$ cat src/rtl/pipe_ctrl_pkg.sv
// Shared types and constant control vectors for the pipeline hazard controller.
package pipe_ctrl_pkg;

   localparam int REG_AW_DEF = 5;
   localparam int CNT_W_DEF  = 32;

   typedef enum logic {RUN, MD_WAIT} state_t;

   typedef struct packed {
      logic pc_ld;
      logic ifid_ld;
      logic idex_ld;
      logic ifid_flush;
      logic idex_bubble;
      logic exmem_bubble;
   } ctrl_t;

   localparam ctrl_t CTRL_NORMAL = '{pc_ld: 1'b1, ifid_ld: 1'b1, idex_ld: 1'b1,
                                     ifid_flush: 1'b0, idex_bubble: 1'b0, exmem_bubble: 1'b0};
   localparam ctrl_t CTRL_FREEZE = '{pc_ld: 1'b0, ifid_ld: 1'b0, idex_ld: 1'b0,
                                     ifid_flush: 1'b0, idex_bubble: 1'b0, exmem_bubble: 1'b1};
   localparam ctrl_t CTRL_RESET  = '{pc_ld: 1'b0, ifid_ld: 1'b0, idex_ld: 1'b0,
                                     ifid_flush: 1'b0, idex_bubble: 1'b1, exmem_bubble: 1'b0};

endpackage

$ cat src/rtl/lu_detect.sv
// Load-use hazard detector: a load in EX writes a register the ID instruction reads.
module lu_detect
   import pipe_ctrl_pkg::*;
#(
   parameter int REG_AW = REG_AW_DEF
) (
   input  logic              idex_memread,
   input  logic [REG_AW-1:0] idex_rt,
   input  logic [REG_AW-1:0] ifid_rs,
   input  logic [REG_AW-1:0] ifid_rt,
   input  logic              ifid_uses_rt,
   output logic              lu
);

   logic w_rs_hit;
   logic w_rt_hit;

   // Register 0 is hard-wired zero, so a load targeting it never creates a hazard.
   assign w_rs_hit = (idex_rt == ifid_rs);
   assign w_rt_hit = ifid_uses_rt && (idex_rt == ifid_rt);
   assign lu       = idex_memread && (idex_rt != '0) && (w_rs_hit || w_rt_hit);

endmodule

$ cat src/rtl/pipe_hazard_ctrl.sv
// Pipeline sequencing controller: load-use stalls, redirect flushes, mul/div freeze
// and saturating stall/flush performance counters.
module pipe_hazard_ctrl
   import pipe_ctrl_pkg::*;
#(
   parameter int MD_CYCLES = 4,
   parameter int REG_AW    = REG_AW_DEF,
   parameter int CNT_W     = CNT_W_DEF
) (
   input  logic              clk,
   input  logic              rst,
   input  logic [REG_AW-1:0] ifid_rs,
   input  logic [REG_AW-1:0] ifid_rt,
   input  logic              ifid_uses_rt,
   input  logic              idex_memread,
   input  logic [REG_AW-1:0] idex_rt,
   input  logic              br_taken,
   input  logic              jump,
   input  logic              md_start,
   input  logic              cnt_clr,
   output logic              pc_ld,
   output logic              ifid_ld,
   output logic              idex_ld,
   output logic              ifid_flush,
   output logic              idex_bubble,
   output logic              exmem_bubble,
   output logic              md_busy,
   output logic [CNT_W-1:0]  stall_cnt,
   output logic [CNT_W-1:0]  flush_cnt
);

   localparam int MDW = ($clog2(MD_CYCLES) > 1) ? $clog2(MD_CYCLES) : 1;

   state_t           r_state;
   logic [MDW-1:0]   r_md_cnt;
   logic             r_md_busy;
   logic [CNT_W-1:0] r_stall_cnt;
   logic [CNT_W-1:0] r_flush_cnt;
   logic             w_lu;
   logic             w_rd;
   logic             w_freeze;
   ctrl_t            w_ctrl;

   lu_detect #(.REG_AW(REG_AW)) u_lu_detect (
      .idex_memread (idex_memread),
      .idex_rt      (idex_rt),
      .ifid_rs      (ifid_rs),
      .ifid_rt      (ifid_rt),
      .ifid_uses_rt (ifid_uses_rt),
      .lu           (w_lu)
   );

   assign w_rd     = br_taken || jump;
   // The release cycle (MD_WAIT with md_cnt==0) ignores md_start and behaves like RUN.
   assign w_freeze = ((r_state == RUN) && md_start) ||
                     ((r_state == MD_WAIT) && (r_md_cnt != '0));

   always_comb begin
      // NOTE: assign a default first so every path drives w_ctrl and no latch is inferred.
      w_ctrl = CTRL_NORMAL;
      if (!rst) begin
         w_ctrl = CTRL_RESET;
      end else if (w_freeze) begin
         w_ctrl = CTRL_FREEZE;
      end else if (w_lu) begin
         w_ctrl.pc_ld       = 1'b0;
         w_ctrl.ifid_ld     = 1'b0;
         w_ctrl.idex_bubble = 1'b1;
      end else if (w_rd) begin
         w_ctrl.ifid_flush  = 1'b1;
         w_ctrl.pc_ld       = 1'b1;
      end
   end

   // NOTE: sequential state uses non-blocking assignments so all registers update together.
   always_ff @(posedge clk or negedge rst) begin
      if (!rst) begin
         r_state   <= RUN;
         r_md_cnt  <= '0;
         r_md_busy <= 1'b0;
      end else begin
         case (r_state)
            RUN: begin
               if (md_start) begin
                  r_state   <= MD_WAIT;
                  r_md_cnt  <= MDW'(MD_CYCLES - 2);
                  r_md_busy <= 1'b1;
               end
            end
            MD_WAIT: begin
               if (r_md_cnt != '0) begin
                  r_md_cnt <= r_md_cnt - 1'b1;
               end else begin
                  r_state   <= RUN;
                  r_md_busy <= 1'b0;
               end
            end
            default: begin
               r_state   <= RUN;
               r_md_busy <= 1'b0;
            end
         endcase
      end
   end

   always_ff @(posedge clk or negedge rst) begin
      if (!rst) begin
         r_stall_cnt <= '0;
         r_flush_cnt <= '0;
      end else if (cnt_clr) begin
         r_stall_cnt <= '0;
         r_flush_cnt <= '0;
      end else begin
         if (!w_ctrl.pc_ld && (r_stall_cnt != '1)) begin
            r_stall_cnt <= r_stall_cnt + 1'b1;
         end
         if (w_ctrl.ifid_flush && (r_flush_cnt != '1)) begin
            r_flush_cnt <= r_flush_cnt + 1'b1;
         end
      end
   end

   assign pc_ld        = w_ctrl.pc_ld;
   assign ifid_ld      = w_ctrl.ifid_ld;
   assign idex_ld      = w_ctrl.idex_ld;
   assign ifid_flush   = w_ctrl.ifid_flush;
   assign idex_bubble  = w_ctrl.idex_bubble;
   assign exmem_bubble = w_ctrl.exmem_bubble;
   assign md_busy      = r_md_busy;
   assign stall_cnt    = r_stall_cnt;
   assign flush_cnt    = r_flush_cnt;

endmodule

$ cat config.mk
export PLATFORM = sky130hd
export DESIGN_NAME = pipe_hazard_ctrl
export DESIGN_NICKNAME = d
export VERILOG_FILES = /design/src/rtl/pipe_ctrl_pkg.sv /design/src/rtl/lu_detect.sv /design/src/rtl/pipe_hazard_ctrl.sv
export SDC_FILE = /design/constraint.sdc
export NUM_CORES = 1
export LEC_CHECK = 0
export BUFFER_PORTS_ARGS = -buffer_cell sky130_fd_sc_hd__buf_2
export CAP_MARGIN = 20
export CORE_ASPECT_RATIO = 0.6
export CORE_MARGIN = 3
export CORE_UTILIZATION = 45
export CTS_CLUSTER_DIAMETER = 80
export CTS_CLUSTER_SIZE = 20
export DETAILED_ROUTE_END_ITERATION = 6
export PLACE_DENSITY = 0.73
export REMOVE_ABC_BUFFERS = 1
export SETUP_SLACK_MARGIN = 0.1
export SYNTH_ARGS = -nofsm -noshare
export SYNTH_HDL_FRONTEND = slang
export SYNTH_SLANG_ARGS = --single-unit
$ cat constraint.sdc
create_clock -name clk -period 4.05 [get_ports clk]
set_input_delay 0.6075 -clock clk [delete_from_list [all_inputs] [get_ports clk]]
set_output_delay 0.6075 -clock clk [all_outputs]
set_load 0.05 [all_outputs]
==> impl_metrics.py, run 1 <==
metrics = {
    "clock_tree": {
        "clockBufferDepth": 2,
        "h-tree-depth": 3,
        "clkTransAtPathRegs_ns": 0.05,
        "cts.sinks": 68,
        "cts_tree": "yes",
        "cts-resized-gates": 0,
        "clk-insertion-delay-late_ns": 0.34,
        "postCtsSetupBuffers": 0,
        "numCtsBuffers": 9,
        "cts-root-buf": "clkbuf_16",
        "postCtsHoldBufs": 0,
    },
    "floorplanning": {
        "num_rows": 25,
        "core_area_um2": 8227,
        "initial_core_util": 0.4833,
        "dieArea_um2": 10040,
        "die_y_um": 78.82,
        "io_pins": 94,
        "fp.dieW_um": 127.4,
    },
    "sta": {
        "tns_ns": 0,
        "fmax_ghz": 0.3449,
        "maxSlewHeadroom": 0.4717,
        "setup_ws_ns": 1.151,
        "hold_violations": 0,
        "fin_skew_ns": 0.002679,
        "fin_crit_sh": 0.7158,
        "period_needed_ns": 2.899,
        "slew_violations": 0,
        "max_slew.worst_pin.slew_ns": 0.7924,
        "setup_viol": 0,
        "rsz0062_at_grt": "false",
    },
    "placed_design": {
        "io_buffers": 93,
        "postPlaceCellArea_um2": 4526,
        "gp_congestion": 0.8359,
        "hpwl_um": 7458,
        "post-place-ws_ns": 1.182,
    },
    "critical_path": {
        "cp_top_family": "simple AND/OR/NAND/NOR gates",
        "critPathCaptureType": "primary output",
        "crit_top_cell": "buf_2",
        "start_kind": "input port",
        "worstSetupPathDepth": 5,
        "cpMaxStageDelayCell": "or4_4",
        "r2r_cells": 9,
        "r2r_setup_slack_ns": 1.31,
        "slowest_delay_ns": 0.56,
        "crit_fanout": 25,
        "crit_chain": "buf_2 > or4_4 > o221a_4 > nor2_1 > buf_2",
        "path_class": "input port to primary output",
        "path_buf_inv": 2,
        "cp.required_ns": 3.44,
        "arrival_ns": 2.29,
    },
    "yosys": {
        "ys_types": 49,
        "netlist_area_um2": 3976,
        "yosysWarnings": 0,
        "synth_seq_area_share": 0.4279,
        "synth_xor_area_frac": 0.08150,
        "syn_avg_cell_area_um2": 9.120,
        "ys_ff_latch": 68,
        "synthMuxAreaShare": 0.01919,
        "synth_top_family_by_area": "simple AND/OR/NAND/NOR gates",
        "synthAdderAreaFrac": 0.009440,
        "synth_cells": 436,
        "synth-compound-area-share": 0.1290,
        "synthSimpleGateAreaFrac": 0.2992,
        "async_flop_share": 1.000,
        "synth_edf_count": 0,
        "synth_ff_type": "dfrtp_1",
    },
    "global_route": {
        "grt_antenna_before_repair": 0,
        "grt_pass1_vias": 3478,
        "grt_usage": 0.2197,
        "grt_max_degree": 57,
        "grt_pass1_wl_um": 17770,
        "gr-total-overflow": 0,
    },
    "detailed_routing": {
        "ant_nets": 0,
        "post_drt_via_cell_ratio": 5.798,
        "vias": 3711,
        "wirelength_um": 10600,
        "drt-pass1-iter-count": 5,
        "drc_errors": 0,
        "detail_route.wl_per_cell_um": 16.56,
        "drtIter0Drc": 321,
    },
    "cells_and_area": {
        "fin_area_um2": 4862,
        "area_growth_pct": 22.28,
        "n_antenna_cell": 0,
        "final_cell_mix": "buf_2, dfrtp_1, nor2_1",
        "final_common_cell": "buf_2",
        "nets": 553,
        "drive_gt1_frac": 0.2556,
    },
    "flow_run": {
        "maxCapViolations": 0,
    },
    "power_and_ir_drop": {
        "p_leak_nw": 2.227,
        "p_total_mw": 2.048,
        "power_density_nw_per_um2": 421.3,
        "peakVddDrop_mv": 0.3100,
    },
    "outcome": {
        "status": "finished, final reports clean",
    },
    "hold_path": {
        "hold_class": "input port to async pin",
    },
}
## synthesized netlist by cell type (2+ instances only)
library cell / number / share of area
buf_2: 5 / 0.0063
ha_1: 3 / 0.0094
xor2_1: 20 / 0.044
nand4_1: 23 / 0.036
nor3_2: 4 / 0.010
nand2b_1: 2 / 0.0031
nor4_1: 6 / 0.0094
inv_1: 14 / 0.013
a311oi_1: 2 / 0.0044
and3_1: 15 / 0.024
clkbuf_1: 10 / 0.0094
o211ai_1: 8 / 0.015
nand3_2: 2 / 0.0050
nand3_1: 26 / 0.033
nor2b_1: 8 / 0.013
mux2_2: 5 / 0.014
o31ai_1: 2 / 0.0038
nor3_1: 5 / 0.0063
mux2i_1: 2 / 0.0050
a21oi_1: 28 / 0.035
dfrtp_1: 68 / 0.43
and4_1: 5 / 0.011
or4_1: 6 / 0.011
nand2_1: 22 / 0.021
or3_1: 24 / 0.038
nor2_1: 51 / 0.048
nor4_4: 3 / 0.016
o21ai_2: 2 / 0.0044
xnor2_1: 17 / 0.037
o21ai_0: 29 / 0.037
## where the power goes
group          internal (mW)  switching (mW)
clock network          0.587           0.291
registers              0.715          0.0367
logic                  0.105           0.314
total                   1.41           0.642
## final timing paths
path / start / end
min in group clk: r_state / md_busy
max: idex_rt[1] / pc_ld
min: rst / r_state
max reg2reg: r_md_cnt[0] / flush_cnt[16]
max in group asynchronous: rst / stall_cnt[31]
min reg2reg: r_state / md_busy
## layout make-up
type                            count  area [um2]
Timing Repair Buffer               97       495.5
Inverter                           14       52.55
Fill cell                         753        3364
Tap cell                          108       135.1
Multi-Input combinational cell    337        2141
Clock inverter                      4       70.07
Sequential cell                    68        1702
Clock buffer                       12       266.5
## sequential cells by signal, indices dropped and copies added, names as in the netlist
name / count
flush_cnt: 32
md_busy: 1
r_md_cnt: 2
r_state: 1
stall_cnt: 32
## metal layers
metal  global-route usage  vias to the layer above  wire length (um)
met5                    0                        -                 0
met4              0.06210                        0               113
met3              0.06250                       11               738
met2               0.3242                      133              4708
met1               0.3147                     1782              5038
li1                     -                     1785                 -
## kinds of logic after synthesis
family                   after synthesis
buffers and inverters                 31
AO/OA/AOI/OAI                         81
flip-flops                            68
multiplexers                           7
AND/OR/NAND/NOR                      209
adder cells (fa/ha/maj)                3
XOR/XNOR                              37
## per-stage QoR
step                      std cells    util  hold WS [ns]
after floorplan                 419       -        0.3119
after global placement          624  0.5501        0.4511
after detailed placement        624  0.5501        0.4539
after CTS                       640  0.5910        0.1924
after global routing            640  0.5910        0.2089
final                           640  0.5910        0.1881
No activity file was read; power rests on OpenSTA's default activity.
==> run 2, diff against run 1 <==
- ABC_AREA: default -> 1
- PLACE_DENSITY: 0.73 -> 0.71
- clock period: 4.05 -> 2.92 ns (I/O delays scaled with it)
==> run 2 against run 1 <==
Utilization fell by 4.3 points. Critical path depth is 3 higher. Critical path type is now flop to primary output. Sequential share of layout area down 6.4 points. Total power grew 37%. Design area increased by 22%. Combinational power grew 78%. Die area is 28% higher. Area after synthesis is 30% higher.
==> impl_metrics.py, run 2 <==
metrics = {
    "outcome": {
        "status": "finished, final reports clean",
    },
    "clock_tree": {
        "clk-insertion-delay-late_ns": 0.33,
        "numCtsBuffers": 9,
        "postCtsHoldBufs": 0,
        "cts-root-buf": "clkbuf_16",
        "cts_tree": "yes",
        "clkTransAtPathRegs_ns": 0.06,
        "cts-resized-gates": 0,
        "clockBufferDepth": 2,
        "h-tree-depth": 3,
        "cts.sinks": 68,
        "postCtsSetupBuffers": 0,
    },
    "sta": {
        "setup_viol": 0,
        "maxSlewHeadroom": 0.4137,
        "slew_violations": 0,
        "holdWs_ns": 0.3575,
        "period_needed_ns": 2.400,
        "max_slew.worst_pin.slew_ns": 0.8794,
        "rsz0062_at_grt": "false",
        "fin_crit_sh": 0.8219,
        "fmax_ghz": 0.4167,
        "fin_skew_ns": 0.006893,
        "hold_violations": 0,
    },
    "placed_design": {
        "gp_congestion": 0.9811,
        "place_inst": 1038,
        "io_buffers": 93,
        "postPlaceCellArea_um2": 5672,
        "hpwl_um": 11250,
    },
    "hold_path": {
        "hold_class": "input port to async pin",
    },
    "critical_path": {
        "arrival_ns": 1.96,
        "reg2reg_from": "flush_cnt[0]",
        "cp.required_ns": 2.48,
        "critPathCaptureType": "primary output",
        "r2r_setup_slack_ns": 0.63,
        "rr_endpoint": "flush_cnt[10]",
        "crit_start": "r_md_cnt[0]",
        "r2r_cells": 10,
        "path_class": "flop to primary output",
        "cp-endpoint": "ifid_ld",
        "start_kind": "flop",
        "crit_fanout": 4,
    },
    "cells_and_area": {
        "n_antenna_cell": 0,
        "drive_gt1_frac": 0.1443,
        "area_growth_pct": 15.24,
        "final_cell_mix": "nand2_1, nor2_1, nand3_1",
        "utilization": 0.5476,
        "final_common_cell": "nand2_1",
        "fin_cells": 1054,
        "regArea_um2": 1702,
        "fin_area_um2": 5941,
        "nFillCells": 1120,
        "nets": 936,
        "multi_input_area_um2": 2919,
    },
    "yosys": {
        "synthAdderAreaFrac": 0.007282,
        "yosysWarnings": 0,
        "synthSimpleGateAreaFrac": 0.4869,
        "yosysMostFrequentCell": "nand2_1",
        "synth-compound-area-share": 0.01262,
        "syn_avg_cell_area_um2": 6.218,
        "ys_ff_latch": 68,
        "synth_top_family_by_area": "simple AND/OR/NAND/NOR gates",
        "synth_ff_type": "dfrtp_1",
        "synth_cells": 829,
        "synth_largest_area_cell": "dfrtp_1",
        "synth_top_area_frac": 0.3301,
        "ys_types": 30,
        "synth_edf_count": 0,
        "synth_seq_area_share": 0.3301,
        "netlist_top_cells_area": "dfrtp_1, nand2_1, nand3_1",
        "synthMuxAreaShare": 0,
        "synthTopCellsByCount": "nand2_1, nor2_1, nand3_1, inv_1, dfrtp_1",
        "synth_xor_area_frac": 0.05947,
        "async_flop_share": 1.000,
        "netlist_area_um2": 5155,
    },
    "detailed_routing": {
        "drc_errors": 0,
        "ant_nets": 0,
        "wirelength_um": 15360,
        "post_drt_via_cell_ratio": 5.157,
        "drtIter0Drc": 505,
        "vias": 5436,
        "detail_route.wl_per_cell_um": 14.57,
        "drt-pass1-iter-count": 5,
    },
    "global_route": {
        "grt_pass1_wl_um": 24410,
        "grt_usage": 0.2442,
        "grt_max_degree": 69,
        "grt_pass1_vias": 4430,
        "gr-total-overflow": 0,
        "grt_antenna_before_repair": 0,
    },
    "floorplanning": {
        "num_rows": 29,
        "core_area_um2": 10850,
        "fp.dieW_um": 144.2,
        "die_y_um": 88.91,
        "io_pins": 94,
        "dieArea_um2": 12820,
        "initial_core_util": 0.4751,
    },
    "power_and_ir_drop": {
        "peakVddDrop_mv": 0.2684,
        "combPwrFrac": 0.267,
        "p_leak_nw": 3.223,
        "power_density_nw_per_um2": 471.2,
        "p_int_mw": 1.727,
        "swShare": 0.3830,
        "seqPwrFrac": 0.377,
        "switching_power_mw": 1.072,
        "p_clk_frac": 0.356,
    },
    "flow_run": {
        "maxCapViolations": 0,
    },
}
-- run 2: changes by cell type in the layout (fill, tap and decap cells not counted), moves of 8 or more --
cell / before / now
nand2_1: 22 / 301
or3_1: 24 / 0
inv_1: 14 / 92
nand4_1: 23 / 36
nor2_1: 51 / 127
nand3_1: 26 / 96
and3_1: 15 / 0
nor2b_1: 8 / 0
o21ai_0: 29 / 3
a21oi_1: 28 / 4
-- run 2: worst min path at each step --
stage	start	end	slack [ns]	depth (start not counted)
6_report	rst	flush_cnt[18]	0.36	2
5_1_grt	md_start	md_busy	0.40	3
4_1_cts	rst	stall_cnt[5]	0.39	2
3_5_place_dp	r_state	md_busy	0.47	1
3_3_place_gp	r_state	md_busy	0.46	1
2_1_floorplan	rst	flush_cnt[0]	0.14	0
-- run 2: logic make-up after synthesis --
group	Yosys count
DFF	68
buffers and inverters	125
and+or+nand+nor	587
adders and majority gates	3
xor gates and xnor gates	35
AOI/OAI and AO/OA	11
-- run 2: metal layers --
layer  track usage  up-vias  wire, um
met4       0.03895        0       112
met1        0.4233     2408      8211
met5             0        -         0
met2        0.2797      257      5236
met3       0.07536       12      1799
li1              -     2759         -
-- run 2: worst max-delay path: stages, from the launching register on --
cell     delay (ns)
dfrtp_1        0.38
inv_1          0.06
ha_1           0.15
or2_1          0.15
nand2_1        0.13
nor2_2         0.21
nand2_2        0.12
inv_1          0.15
buf_2          0.29
-- run 2: through the flow --
step / setup slack, ns / setup TNS (ns) / power (mW)
5_1_grt: 0.3177 / 0 / 2.941
2_1_floorplan: -0.1633 / -1.376 / 1.567
6_report: 0.5200 / 0 / 2.799
3_5_place_dp: 0.6572 / 0 / 1.817
3_3_place_gp: 0.7213 / 0 / 1.809
4_1_cts: 0.4887 / 0 / 2.827
-- run 2: final cells by class --
type / instances / share of cell area
clock inverters: 7 / 0.007372
inverters: 95 / 0.06003
repair buffers: 100 / 0.08762
clock buffers: 9 / 0.03791
well taps: 139 / 0.02928
multi-input cells: 636 / 0.4914
flip-flops and latches: 68 / 0.2864
-- run 2: power by group through the flow --
| stage | registers (mW) | clock network, mW | logic, mW |
|---|---|---|---|
| after floorplan | 1.18 | 0 | 0.390 |
| after global placement | 1.07 | 0 | 0.740 |
| after detailed placement | 1.07 | 0 | 0.746 |
| after CTS | 1.05 | 1.02 | 0.748 |
| final | 1.06 | 0.996 | 0.747 |
| after global routing | 1.06 | 1.06 | 0.815 |
==> run 3, diff against run 2 <==
- clock period: 2.92 -> 2.5 ns (I/O delays scaled with it)
==> run 3 against run 2 <==
Die area is the same. Largest power group is now clock. Clock-buffer cell count is 2 higher. Hold slack worse by 0.029 ns. Setup slack lost 0.26 ns. Design area rose by 1.3%. Sequential share of layout area fell by 0.38 points. Highest routed layer unchanged. Utilization grew 0.74 points. Clock skew about the same. Critical path depth unchanged.
==> impl_metrics.py, run 3 (synthesized netlist as in run 2, its figures left out) <==
metrics = {
    "outcome": {
        "status": "finished, final reports clean",
    },
    "clock_tree": {
        "postCtsSetupBuffers": 0,
        "cts_tree": "yes",
        "cts-resized-gates": 0,
        "postCtsHoldBufs": 0,
        "clkTransAtPathRegs_ns": 0.05,
        "h-tree-depth": 3,
        "numCtsBuffers": 9,
        "cts.sinks": 68,
        "clockBufferDepth": 2,
        "clk-insertion-delay-late_ns": 0.34,
        "cts-root-buf": "clkbuf_16",
    },
    "placed_design": {
        "place_inst": 1040,
        "io_buffers": 93,
        "gp_congestion": 0.9934,
        "postPlaceCellArea_um2": 5687,
        "hpwl_um": 11340,
    },
    "sta": {
        "fmax_ghz": 0.4462,
        "holdWs_ns": 0.3280,
        "slew_violations": 0,
        "setup_viol": 0,
        "hold_violations": 0,
        "period_needed_ns": 2.241,
        "rsz0062_at_grt": "true",
        "tns_ns": 0,
        "max_slew.worst_pin.slew_ns": 0.8804,
        "fin_skew_ns": 0.007325,
        "maxSlewHeadroom": 0.4131,
        "fin_crit_sh": 0.8965,
    },
    "critical_path": {
        "path_class": "flop to primary output",
        "arrival_ns": 1.87,
        "rr_endpoint": "stall_cnt[2]",
        "crit_chain": "inv_1 > ha_1 > or2_1 > nand2_1 > nor2_2 > nand2_2 > a21oi_1 > buf_4",
        "crit_fanout": 4,
        "cp.required_ns": 2.12,
        "cpMaxStageDelayCell": "dfrtp_1",
        "reg2reg_from": "r_md_cnt[0]",
        "critPathCaptureType": "primary output",
        "slowest_delay_ns": 0.38,
        "r2r_setup_slack_ns": 0.26,
        "crit_start": "r_md_cnt[0]",
        "r2r_cells": 10,
        "start_kind": "flop",
        "cp-endpoint": "ifid_flush",
    },
    "cells_and_area": {
        "drive_gt1_frac": 0.1461,
        "nets": 938,
        "area_growth_pct": 16.80,
        "n_antenna_cell": 0,
        "utilization": 0.5550,
        "fin_area_um2": 6021,
        "fin_cells": 1056,
        "final_cell_mix": "nand2_1, nor2_1, nand3_1",
        "final_common_cell": "nand2_1",
    },
    "power_and_ir_drop": {
        "swShare": 0.3541,
        "power_density_nw_per_um2": 582.0,
        "p_clk_frac": 0.393,
        "seqPwrFrac": 0.352,
        "switching_power_mw": 1.241,
        "peakVddDrop_mv": 0.5567,
        "p_int_mw": 2.263,
        "p_leak_nw": 3.263,
        "combPwrFrac": 0.255,
    },
    "floorplanning": {
        "dieArea_um2": 12820,
        "initial_core_util": 0.4751,
        "core_area_um2": 10850,
        "io_pins": 94,
        "fp.dieW_um": 144.2,
        "die_y_um": 88.91,
        "num_rows": 29,
    },
    "flow_run": {
        "maxCapViolations": 0,
    },
    "hold_path": {
        "hold_class": "input port to flop",
        "hp-start": "md_start",
    },
    "global_route": {
        "grt_usage": 0.2461,
        "grt_max_degree": 69,
        "gr-total-overflow": 0,
        "grt_antenna_before_repair": 0,
        "grt_pass1_vias": 4521,
        "grt_pass1_wl_um": 24580,
    },
    "detailed_routing": {
        "wirelength_um": 15200,
        "drtIter0Drc": 579,
        "drc_errors": 0,
        "drt-pass1-iter-count": 6,
        "post_drt_via_cell_ratio": 5.119,
        "ant_nets": 0,
        "detail_route.wl_per_cell_um": 14.39,
        "vias": 5406,
    },
}
-- run 3: cell count changes in the layout (fill, tap and decap cells not counted), sizes merged --
cell,previous run,this run
bufinv,0,2
clkinvlp,2,0
clkbuf,9,11
buf,100,102
clkinv,5,3
-- run 3: cell type report --
| type | count | area (um2) |
|---|---|---|
| clock buffer | 11 | 242.7 |
| clock inverter | 5 | 75.07 |
| fill | 1104 | 4828 |
| inverter | 95 | 356.6 |
| multi-input combinational | 636 | 2924 |
| sequential | 68 | 1702 |
| tap | 139 | 173.9 |
| timing repair buffer | 102 | 546.8 |
-- run 3: power groups by stage --
stage	registers, mW	clock network [mW]	logic [mW]
4_1_cts	1.23	1.40	0.872
3_5_place_dp	1.25	0	0.869
5_1_grt	1.24	1.45	0.977
6_report	1.23	1.38	0.892
2_1_floorplan	1.37	0	0.456
3_3_place_gp	1.25	0	0.866
-- run 3: routing by layer --
layer | wire [um] | track usage | vias to the layer above
met5 | 0 | 0 | -
met4 | 107 | 0.04488 | 0
met3 | 1488 | 0.05238 | 12
met2 | 5226 | 0.2932 | 244
met1 | 8374 | 0.4303 | 2382
li1 | - | - | 2768
-- run 3: worst min-delay path by stage --
stage	end	depth (start not counted)
after global routing	md_busy	3
after floorplan	flush_cnt[0]	0
after detailed placement	md_busy	1
after global placement	r_md_cnt[0]	1
final	md_busy	3
after CTS	md_busy	3
-- run 3: worst max-delay path, delay by kind of cell, from the launching register on --
family | cells | cell delay [ns]
AO/OA/AOI/OAI | 1 | 0.13
adder cells (fa/ha/maj) | 1 | 0.17
buffers and inverters | 2 | 0.27
flip-flops | 1 | 0.38
AND/OR/NAND/NOR | 4 | 0.58
-- run 3: through the flow --
| stage | power (mW) | setup WS (ns) |
|---|---|---|
| 2_1_floorplan | 1.830 | -0.5203 |
| 3_3_place_gp | 2.117 | 0.2193 |
| 3_5_place_dp | 2.121 | 0.1848 |
| 4_1_cts | 3.509 | 0.1354 |
| 5_1_grt | 3.671 | 0.07339 |
| 6_report | 3.504 | 0.2587 |
